===== src/rtl/izh_array.sv =====
// Time-multiplexed Izhikevich neuron array: one shared fixed-point datapath
// updates one neuron per clock, and the sweep's spike vector is published on done.
module izh_array #(
    parameter int N_NEURONS = 4,
    parameter int W         = 16,
    parameter int FRAC      = 7,
    parameter int CUR_W     = 8,
    parameter int DT_SHIFT  = 2,
    parameter int REFRAC    = 2
) (
    input  logic                       clk,
    input  logic                       reset_n,
    input  logic                       step,
    input  logic [1:0]                 mode,
    input  logic [N_NEURONS*CUR_W-1:0] cur_in,
    output logic                       busy,
    output logic                       done,
    output logic [N_NEURONS-1:0]       spike,
    output logic [N_NEURONS*W-1:0]     v_out,
    output logic                       sat
);
    localparam int IW   = 2*W + 4;
    localparam int IDXW = (N_NEURONS > 1) ? $clog2(N_NEURONS) : 1;
    localparam int RW   = (REFRAC > 0) ? $clog2(REFRAC + 1) : 1;
    localparam int SC   = 2**FRAC;

    // a and b are rounded to nearest at elaboration so they track FRAC
    localparam logic signed [IW-1:0] A_SLOW = IW'((2*SC + 50) / 100);
    localparam logic signed [IW-1:0] A_FAST = IW'((10*SC + 50) / 100);
    localparam logic signed [IW-1:0] B_ALL  = IW'((20*SC + 50) / 100);
    localparam logic signed [IW-1:0] D_RS   = IW'(8*SC);
    localparam logic signed [IW-1:0] D_FSCH = IW'(2*SC);
    localparam logic signed [IW-1:0] D_IB   = IW'(4*SC);
    localparam logic signed [IW-1:0] TH     = IW'(30*SC);
    localparam logic signed [IW-1:0] K140   = IW'(140*SC);
    localparam logic signed [W-1:0]  C_RS   = W'(-65*SC);
    localparam logic signed [W-1:0]  C_CH   = W'(-50*SC);
    localparam logic signed [W-1:0]  C_IB   = W'(-55*SC);
    localparam logic signed [W-1:0]  U_RST  = W'(-13*SC);
    localparam logic signed [IW-1:0] SAT_MAX = {{(IW-W+1){1'b0}}, {(W-1){1'b1}}};
    localparam logic signed [IW-1:0] SAT_MIN = {{(IW-W+1){1'b1}}, {(W-1){1'b0}}};

    typedef enum logic [1:0] {S_IDLE = 2'd0, S_UPDATE = 2'd1, S_DONE = 2'd2} state_t;

    // Clamp to the signed W range; MSB of the result flags that clamping happened.
    function automatic logic [W:0] sat_fn(input logic signed [IW-1:0] x);
        logic [W:0] r;
        if (x > SAT_MAX)      r = {1'b1, 1'b0, {(W-1){1'b1}}};
        else if (x < SAT_MIN) r = {1'b1, 1'b1, {(W-1){1'b0}}};
        else                  r = {1'b0, x[W-1:0]};
        return r;
    endfunction

    state_t                state_q, state_d;
    logic [IDXW-1:0]       idx_q, idx_d;
    logic [1:0]            mode_q, mode_d;
    logic signed [W-1:0]   v_q [N_NEURONS];
    logic signed [W-1:0]   v_d [N_NEURONS];
    logic signed [W-1:0]   u_q [N_NEURONS];
    logic signed [W-1:0]   u_d [N_NEURONS];
    logic [RW-1:0]         ref_q [N_NEURONS];
    logic [RW-1:0]         ref_d [N_NEURONS];
    logic [N_NEURONS-1:0]  shadow_q, shadow_d, spike_q, spike_d;
    logic                  busy_q, busy_d, done_q, done_d, sat_q, sat_d;

    logic signed [IW-1:0]  a_s, d_s, v_x, u_x, i_x, dv_s, du_s;
    logic signed [W-1:0]   c_s;
    logic [W:0]            v_new_s, u_new_s, u_spk_s;
    logic                  fire_s;

    // Shared datapath for the neuron selected by idx.
    always_comb begin
        a_s = A_SLOW;
        c_s = C_RS;
        d_s = D_RS;
        case (mode_q)
            2'd0:    begin a_s = A_SLOW; c_s = C_RS; d_s = D_RS;   end
            2'd1:    begin a_s = A_FAST; c_s = C_RS; d_s = D_FSCH; end
            2'd2:    begin a_s = A_SLOW; c_s = C_CH; d_s = D_FSCH; end
            2'd3:    begin a_s = A_SLOW; c_s = C_IB; d_s = D_IB;   end
            default: begin a_s = A_SLOW; c_s = C_RS; d_s = D_RS;   end
        endcase
        v_x  = {{(IW-W){v_q[idx_q][W-1]}}, v_q[idx_q]};
        u_x  = {{(IW-W){u_q[idx_q][W-1]}}, u_q[idx_q]};
        i_x  = {{(IW-CUR_W){1'b0}}, cur_in[idx_q*CUR_W +: CUR_W]} <<< FRAC;
        dv_s = ((v_x * v_x) >>> (FRAC + 5)) + (v_x <<< 2) + v_x + K140 - u_x + i_x;
        du_s = (a_s * (((B_ALL * v_x) >>> FRAC) - u_x)) >>> FRAC;
        v_new_s = sat_fn(v_x + (dv_s >>> DT_SHIFT));
        u_new_s = sat_fn(u_x + (du_s >>> DT_SHIFT));
        u_spk_s = sat_fn(u_x + d_s);
        fire_s  = (v_x >= TH);
    end

    // Sweep sequencing and per-neuron state update (spike, refractory, integrate).
    always_comb begin
        state_d  = state_q;
        idx_d    = idx_q;
        mode_d   = mode_q;
        v_d      = v_q;
        u_d      = u_q;
        ref_d    = ref_q;
        shadow_d = shadow_q;
        spike_d  = spike_q;
        done_d   = 1'b0;
        sat_d    = sat_q;
        case (state_q)
            S_IDLE, S_DONE: begin
                if (step) begin
                    state_d  = S_UPDATE;
                    idx_d    = '0;
                    mode_d   = mode;
                    shadow_d = '0;
                end else begin
                    state_d  = S_IDLE;
                end
            end
            S_UPDATE: begin
                if (fire_s) begin
                    v_d[idx_q]      = c_s;
                    u_d[idx_q]      = u_spk_s[W-1:0];
                    ref_d[idx_q]    = RW'(REFRAC);
                    shadow_d[idx_q] = 1'b1;
                    sat_d           = sat_q | u_spk_s[W];
                end else if (ref_q[idx_q] != '0) begin
                    // Clamped to reset potential: current is ignored, recovery keeps evolving
                    v_d[idx_q]   = c_s;
                    u_d[idx_q]   = u_new_s[W-1:0];
                    ref_d[idx_q] = ref_q[idx_q] - RW'(1);
                    sat_d        = sat_q | u_new_s[W];
                end else begin
                    v_d[idx_q] = v_new_s[W-1:0];
                    u_d[idx_q] = u_new_s[W-1:0];
                    sat_d      = sat_q | v_new_s[W] | u_new_s[W];
                end
                if (idx_q == IDXW'(N_NEURONS - 1)) begin
                    state_d = S_DONE;
                    spike_d = shadow_d;
                    done_d  = 1'b1;
                end else begin
                    idx_d = idx_q + IDXW'(1);
                end
            end
            default: state_d = S_IDLE;
        endcase
        busy_d = (state_d != S_IDLE);
    end

    // State registers with synchronous active-low reset.
    always_ff @(posedge clk) begin
        if (!reset_n) begin
            state_q  <= S_IDLE;
            idx_q    <= '0;
            mode_q   <= 2'd0;
            shadow_q <= '0;
            spike_q  <= '0;
            busy_q   <= 1'b0;
            done_q   <= 1'b0;
            sat_q    <= 1'b0;
            for (int k = 0; k < N_NEURONS; k++) begin
                v_q[k]   <= C_RS;
                u_q[k]   <= U_RST;
                ref_q[k] <= '0;
            end
        end else begin
            state_q  <= state_d;
            idx_q    <= idx_d;
            mode_q   <= mode_d;
            shadow_q <= shadow_d;
            spike_q  <= spike_d;
            busy_q   <= busy_d;
            done_q   <= done_d;
            sat_q    <= sat_d;
            v_q      <= v_d;
            u_q      <= u_d;
            ref_q    <= ref_d;
        end
    end

    for (genvar g = 0; g < N_NEURONS; g++) begin : g_vout
        assign v_out[g*W +: W] = v_q[g];
    end

    assign busy  = busy_q;
    assign done  = done_q;
    assign spike = spike_q;
    assign sat   = sat_q;

endmodule


===== config.mk =====
export PLATFORM = sky130hd
export DESIGN_NAME = izh_array
export DESIGN_NICKNAME = d
export VERILOG_FILES = /design/src/rtl/izh_array.sv
export SDC_FILE = /design/constraint.sdc
export NUM_CORES = 1
export LEC_CHECK = 0
export CAP_MARGIN = 20
export CORE_MARGIN = 2
export CORE_UTILIZATION = 50
export CTS_BUF_LIST = sky130_fd_sc_hd__clkbuf_4
export DETAILED_ROUTE_END_ITERATION = 12
export HOLD_SLACK_MARGIN = 0.12
export PLACE_DENSITY = 0.69
export RECOVER_POWER = 25
export SETUP_SLACK_MARGIN = 0.15
export SLEW_MARGIN = 10
export SYNTH_ARGS = -nofsm -noshare
export SYNTH_HDL_FRONTEND = slang
export SYNTH_SLANG_ARGS = --single-unit

===== constraint.sdc =====
create_clock -name clk -period 26.5 [get_ports clk]
set_input_delay 2.65 -clock clk [delete_from_list [all_inputs] [get_ports clk]]
set_output_delay 2.65 -clock clk [all_outputs]
set_load 0.005 [all_outputs]

Word level (Yosys, flattened, before mapping)
Index checks and enable logic that the tools add are counted.
{"block": "word_totals", "input_bits": 37, "out_inout_bits": 71, "elab_cells": 127, "regBits": 153}
{"block": "op_classes", "n_mux": 46, "shift": 1, "n_addsub": 11, "n_lt_le_gt_ge": 11, "n_mul": 3, "n_bitwise": 9, "eq_ne": 8, "n_reduce_logical": 18}
{"cell": "bitwise mux 64 bit", "count": 4}
{"cell": "2-to-1 mux 64 bit", "count": 3}
{"cell": "case mux 36 bit (3 select lines)", "count": 1}
{"cell": "2-to-1 mux 17 bit", "count": 6}
{"cell": "2-to-1 mux 16 bit", "count": 5}
{"cell": "case mux 36 bit (2 select lines)", "count": 1}
{"cell": "binary-select mux 16 bit (select 2 bit)", "count": 2}
{"cell": "case mux 16 bit (3 select lines)", "count": 1}
{"cell": "adder 16 x 36 -> 36 bit", "count": 1}
{"cell": "greater-than comparator 36 x 16 -> 1 bit, second input constant", "count": 1}
{"cell": "< comparator 36 x 16 -> 1 bit, second input constant", "count": 1}
{"cell": "multiplier 36 x 17 -> 36 bit", "count": 1}
{"cell": "demux 16 bit (select 2 bit)", "count": 1}
{"cell": "multiplier 16 x 16 -> 32 bit", "count": 1}
{"cell": "indexed part select 32 x 6 -> 8 bit", "count": 1}
{"cell": "adder 16 x 27 -> 28 bit", "count": 1}
{"cell": "greater-than comparator 28 x 16 -> 1 bit, second input constant", "count": 1}
{"cell": "< comparator 28 x 16 -> 1 bit, second input constant", "count": 1}
{"cell": "adder 24 x 16 -> 25 bit", "count": 1}
{"cell": "adder 16 x 23 -> 24 bit", "count": 1}
{"cell": "greater-than comparator 24 x 16 -> 1 bit, second input constant", "count": 1}
{"cell": "< comparator 24 x 16 -> 1 bit, second input constant", "count": 1}
{"cell": "subtractor 23 x 16 -> 24 bit", "count": 1}
{"cell": "adder 22 x 16 -> 23 bit, second input constant", "count": 1}
{"cell": "other kinds (36)", "count": 68}

Depth between registers and ports, before layout
{"block": "depth", "depth_word": 18, "mapped_depth": 66, "mapped_depth_nobuf": 58}

Least setup slack after synthesis
OpenSTA, ideal clock, no wires.
{"block": "synth_path", "path_type": "register to register", "startpoint": "reg idx_q[1]", "endpoint": "reg u_q[12] (netlist bit)", "path_stages_with_launch": 60, "period_less_slack_ns": 15.062, "t_required_ns": 26.366, "path_buffers": 7, "t_arrival_ns": 14.928, "setup_ns": 0.134, "slack_ns": 11.438, "path_cell_list": "dfxtp_1 -> buf_2 -> buf_2 -> buf_1 -> clkbuf_1 -> mux2_2 -> o21ai_1 -> clkinv_1 -> ha_1 -> ha_1 -> inv_1 -> fa_1 -> inv_1 -> ha_1 -> a21oi_1 -> a31o_2 -> o21ai_0 -> nor4_1 -> [... 24 more ...] -> a21oi_1 -> nand2b_1 -> clkbuf_1 -> nor3_1 -> ha_1 -> a21o_1 -> a2111oi_0 -> o31ai_1 -> o31ai_1 -> xnor2_1 -> a2111oi_0 -> o2111a_1 -> nand4b_1 -> and2_1 -> clkbuf_1 -> buf_2 -> a221oi_1 -> o21ai_0"}
{"block": "synth_between", "elab_chain_len": 13}
{"item": "start: declaration", "line_no": "55", "rtl": "logic [IDXW-1:0] idx_q, idx_d;"}
{"item": "start signal: assignment", "line_no": "166", "rtl": "idx_q <= idx_d;"}
{"item": "NOT 2 -> 3 bit (not written as such) (*)"}
{"item": "binary-select mux 16 bit (select 2 bit)", "line_no": "83", "rtl": "v_x = {{(IW-W){v_q[idx_q][W-1]}}, v_q[idx_q]};"}
{"item": "2-to-1 mux 16 bit (not written as such) (2 in series)", "line_no": "83"}
{"item": "multiplier 5 x 16 -> 21 bit", "line_no": "87", "rtl": "du_s = (a_s * (((B_ALL * v_x) >>> FRAC) - u_x)) >>> FRAC;"}
{"item": "subtractor 15 x 16 -> 17 bit", "line_no": "87"}
{"item": "multiplier 36 x 17 -> 36 bit", "line_no": "87"}
{"item": "adder 16 x 27 -> 28 bit", "line_no": "89", "rtl": "u_new_s = sat_fn(u_x + (du_s >>> DT_SHIFT));"}
{"item": "< comparator 28 x 16 -> 1 bit", "line_no": "49", "rtl": "else if (x < SAT_MIN) r = {1'b1, 1'b1, {(W-1){1'b0}}};"}
{"item": "2-to-1 mux 17 bit", "line_no": "49"}
{"item": "2-to-1 mux 17 bit", "line_no": "48", "rtl": "if (x > SAT_MAX) r = {1'b1, 1'b0, {(W-1){1'b1}}};"}
{"item": "bitwise mux 64 bit", "line_no": "127, 132"}
{"item": "2-to-1 mux 64 bit (*)", "line_no": "118", "rtl": "if (fire_s) begin"}
{"item": "end signal: assignment", "line_no": "174", "rtl": "u_q <= u_d;"}
{"item": "end: declaration", "line_no": "59", "rtl": "logic signed [W-1:0] u_q [N_NEURONS];"}
Mark *: on every way between the ends. The rest lies on a longest branch, timed or not. The select of a mux whose other input is x is not followed.
A chain may end at the register's enable or synchronous reset.

Worst setup path after layout
{"block": "layout_path", "startpoint": "reg idx_q[1]", "endpoint": "reg u_q[43] (netlist bit)"}
Same word-level chain as after synthesis.

==> metrics <==
status=complete, but fails checks; CP max stage delay=0.74 ns; buffers inserted by post-CTS timing repair=0; launching element type of the critical path=flip-flop; number of input and output port buffers inserted=~110; total of fill cells in the finished design=around 4.7k; final-report hold violation count=0; final HPWL from detailed placement=~60,000 um; post-synthesis xor/xnor area fraction=between 4 and 5%; adder and majority gate portion of the synthesized area=43.1%; number of standard cells after synthesis=2,996; smallest setup slack after layout=~9.7 ns; maximum number of pins on one net before global-route repair=90; minimum clock period=~17 ns; Worst setup EP type=flip-flop; final non-filler cell area=about 0.028 mm2; post-detailed-route wirelength per cell=19.6 um; number of warning messages in the yosys log=0; worst skew pair latency=~0.6 ns; dominant register cell in the synthesized netlist=dfxtp_1; number of search-and-repair iterations in the first detailed-routing pass=7; Netlist cell types=a little over 80; violations in the final reports=max-capacitance violations, max-slew violations; class of the tightest hold or removal check=reg2reg; origin of the worst min-delay path=u_q[10]; number of register bits inferred by synthesis=roughly 150; ANT nets after route=0; wire length of the first global-routing pass=~120,000 um; Compound-Gate Fraction of Synth Area=approximately 14%; number of buffers inserted for hold repair after clock tree synthesis=0; reg2reg end=u_q[43]; register area share after synthesis=between 10% and 20%; number of pins with negative max-slew slack in the final report=around 140; worst reg-to-reg path cell count=56; sequential standard cell area=0.00307 mm2; Data required, critical path=around 27 ns; FFs w/ async S/R, synth=0%; DIE HEIGHT=around 230 um; Core Area=slightly above 0.05 mm2; Routability Congestion=0.916; Die X-Extent=~230 um; initial antenna violation count=2; clock tree skew after final layout=~0.027 ns; largest fanout on the critical path=34; EDFF count, synth=0; final net count=3,802; netlist area before placement=about 0.026 mm2; most frequent cell on the critical path=ha_1; setup repair after global routing missed its margin=false; source of the worst register-to-register timing path=idx_q[1]; Avg Cell Area, Syn=8.60 um2; CP arrival=17.12 ns; cell with the largest stage delay on the worst path=a2111oi_1; row cnt=between 80 and 90; area taken by multi-input logic gates=~0.02 mm2; Boundary Pins=about 110; pin slew with the least headroom to its limit=roughly 4 ns; buffer levels on the longest clock path=2; placed cell area=about 0.028 mm2; layout cell share with drive strength beyond 1=approximately 4.9%; slack of the worst reg-to-reg path=9.67 ns; area of the die=roughly 0.053 mm2; total negative slack for setup checks=0 ns; ratio of final minimum period to clock period=around 64%; Achievable Freq=between 50 and 60 MHz; combinational family with the most area after synthesis=adder cells; reported max-cap violation count=2; worst hold path endpoint=u_q[10]; Sinks on Clock Net=about 150; number of stages on the worst hold path=2; slew margin rel.=-169%; Global Route Usage Sum=around 28%; final design utilization=54.7%; total length of routed wires=about 74,000 um; post-route DRC violation count=0; vias in the first global route=between 20k and 25k; fraction of the mapped netlist area in simple logic gates=about an eighth; via count=21.7k; worst slack after detailed placement=a little under 10 ns; startpoint-to-endpoint class of the critical path=reg2reg; violation count after the first detailed-route iteration=about 1.6k; number of failing setup endpoints in the final timing report=0; TritonCTS clock tree=yes; H-tree lvl count=4; vias per std cell=5.76; number of instances resized during post-cts repair=0; leftover overflow at the end of global routing=0; clock root cell=clkbuf_4; Area growth syn-to-layout=8.35%; total clock buffers created by CTS=17; clock input transition at the sequential cells of the worst setup and hold paths=0.16 ns; Initial Utilization=50.4%; mux cell area share after synthesis=3.92%
==> metrics by stage <==
step | hold WS (ns) | std cells
after global placement | 0.430 | 3729
after detailed placement | 0.445 | 3729
after floorplan | 0.420 | 2997
after global routing | 0.498 | 3763
final | 0.477 | 3765
after CTS | 0.478 | 3761
==> cells in the mapped netlist, drive strengths merged (11+ instances only) <==
library cell	number	area, um2
a21oi	171	863
nor2	218	818
and2	24	150
nand2b	26	163
o31ai	39	307
and3	11	68.8
fa	320	6410
mux4	28	631
o21a	13	97.6
xnor2	79	692
or3	11	68.8
mux2	16	180
buf	15	72.6
a21o	40	300
dfxtp	153	3060
a31oi	11	68.8
inv	565	2120
nor3	60	310
clkbuf	75	282
ha	376	4700
o211ai	31	238
nand3	88	440
nand4	23	144
a221oi	12	105
o21ai	151	778
mux2i	20	200
xor2	40	350
nor2b	22	138
nand2	205	772
o21bai	12	90.1
a211oi	21	158
==> cell families (layout without fill, tap and decap cells) <==
family,after synthesis,in the layout
AO/OA/AOI/OAI,572,572
AND/OR/NAND/NOR,726,726
buffers and inverters,665,750
XOR/XNOR,119,119
flip-flops,153,153
other,1,5
adder cells (fa/ha/maj),696,696
multiplexers,64,64
==> flip-flops by register name, summed over array words and instances (netlist names) <==
signal / cells
spike: 4
shadow_q: 4
u_q: 64
done: 1
idx_q: 2
busy: 1
sat: 1
ref_q: 8
v_out: 64
mode_q: 2
state_q: 2
==> area by class of cell <==
type | count | area share (%)
antenna | 3 | 0.0269
clock buffer | 17 | 0.457
clock inverter | 15 | 0.565
inverter | 575 | 7.73
multi-input combinational | 2179 | 72.4
sequential | 153 | 11.0
tap | 680 | 3.05
timing repair buffer | 143 | 4.78
==> how the worst max path moves through the flow <==
stage                  start  endpoint  slack (ns)  depth (start not counted)
floorplan           idx_q[1]   u_q[12]       11.44                         59
detailed placement  idx_q[1]   u_q[45]        9.72                         55
global route        idx_q[1]   u_q[12]        8.38                         58
CTS                 idx_q[1]   u_q[45]        9.66                         55
finish              idx_q[1]   u_q[43]        9.67                         56
global placement    idx_q[1]   u_q[45]       10.12                         55
==> placed cells by master, fill, tap and decap left out, drive strengths merged, types with 35 or more instances in the layout <==
master,count
nand3,88
fa,320
a21oi,171
xor2,40
clkdlybuf4s50,60
nor2,218
a21o,40
buf,35
nor3,60
o21ai,151
xnor2,79
nand2,205
dlygate4sd3,46
dfxtp,153
o31ai,39
ha,376
inv,572
==> worst max-delay path, delay by kind of cell (launching register included) <==
family	cells	cell delay (ns)
compound gates	18	5.99
fa+ha+maj	13	4.86
simple gates	12	2.59
buf+inv	10	1.76
flops	1	0.68
mux	1	0.40
xor+xnor	2	0.18
==> layer usage <==
metal	vias up	part of all wire, %	GRT usage, %
met2	807	48	47.1
met5	-	0	0
li1	10100	-	-
met4	0	2.8	8.41
met3	122	7.1	3.89
met1	10700	42	38.1
Power is not shown: default switching activity piles up to over one toggle a cycle in this logic, so the estimate is an artifact.
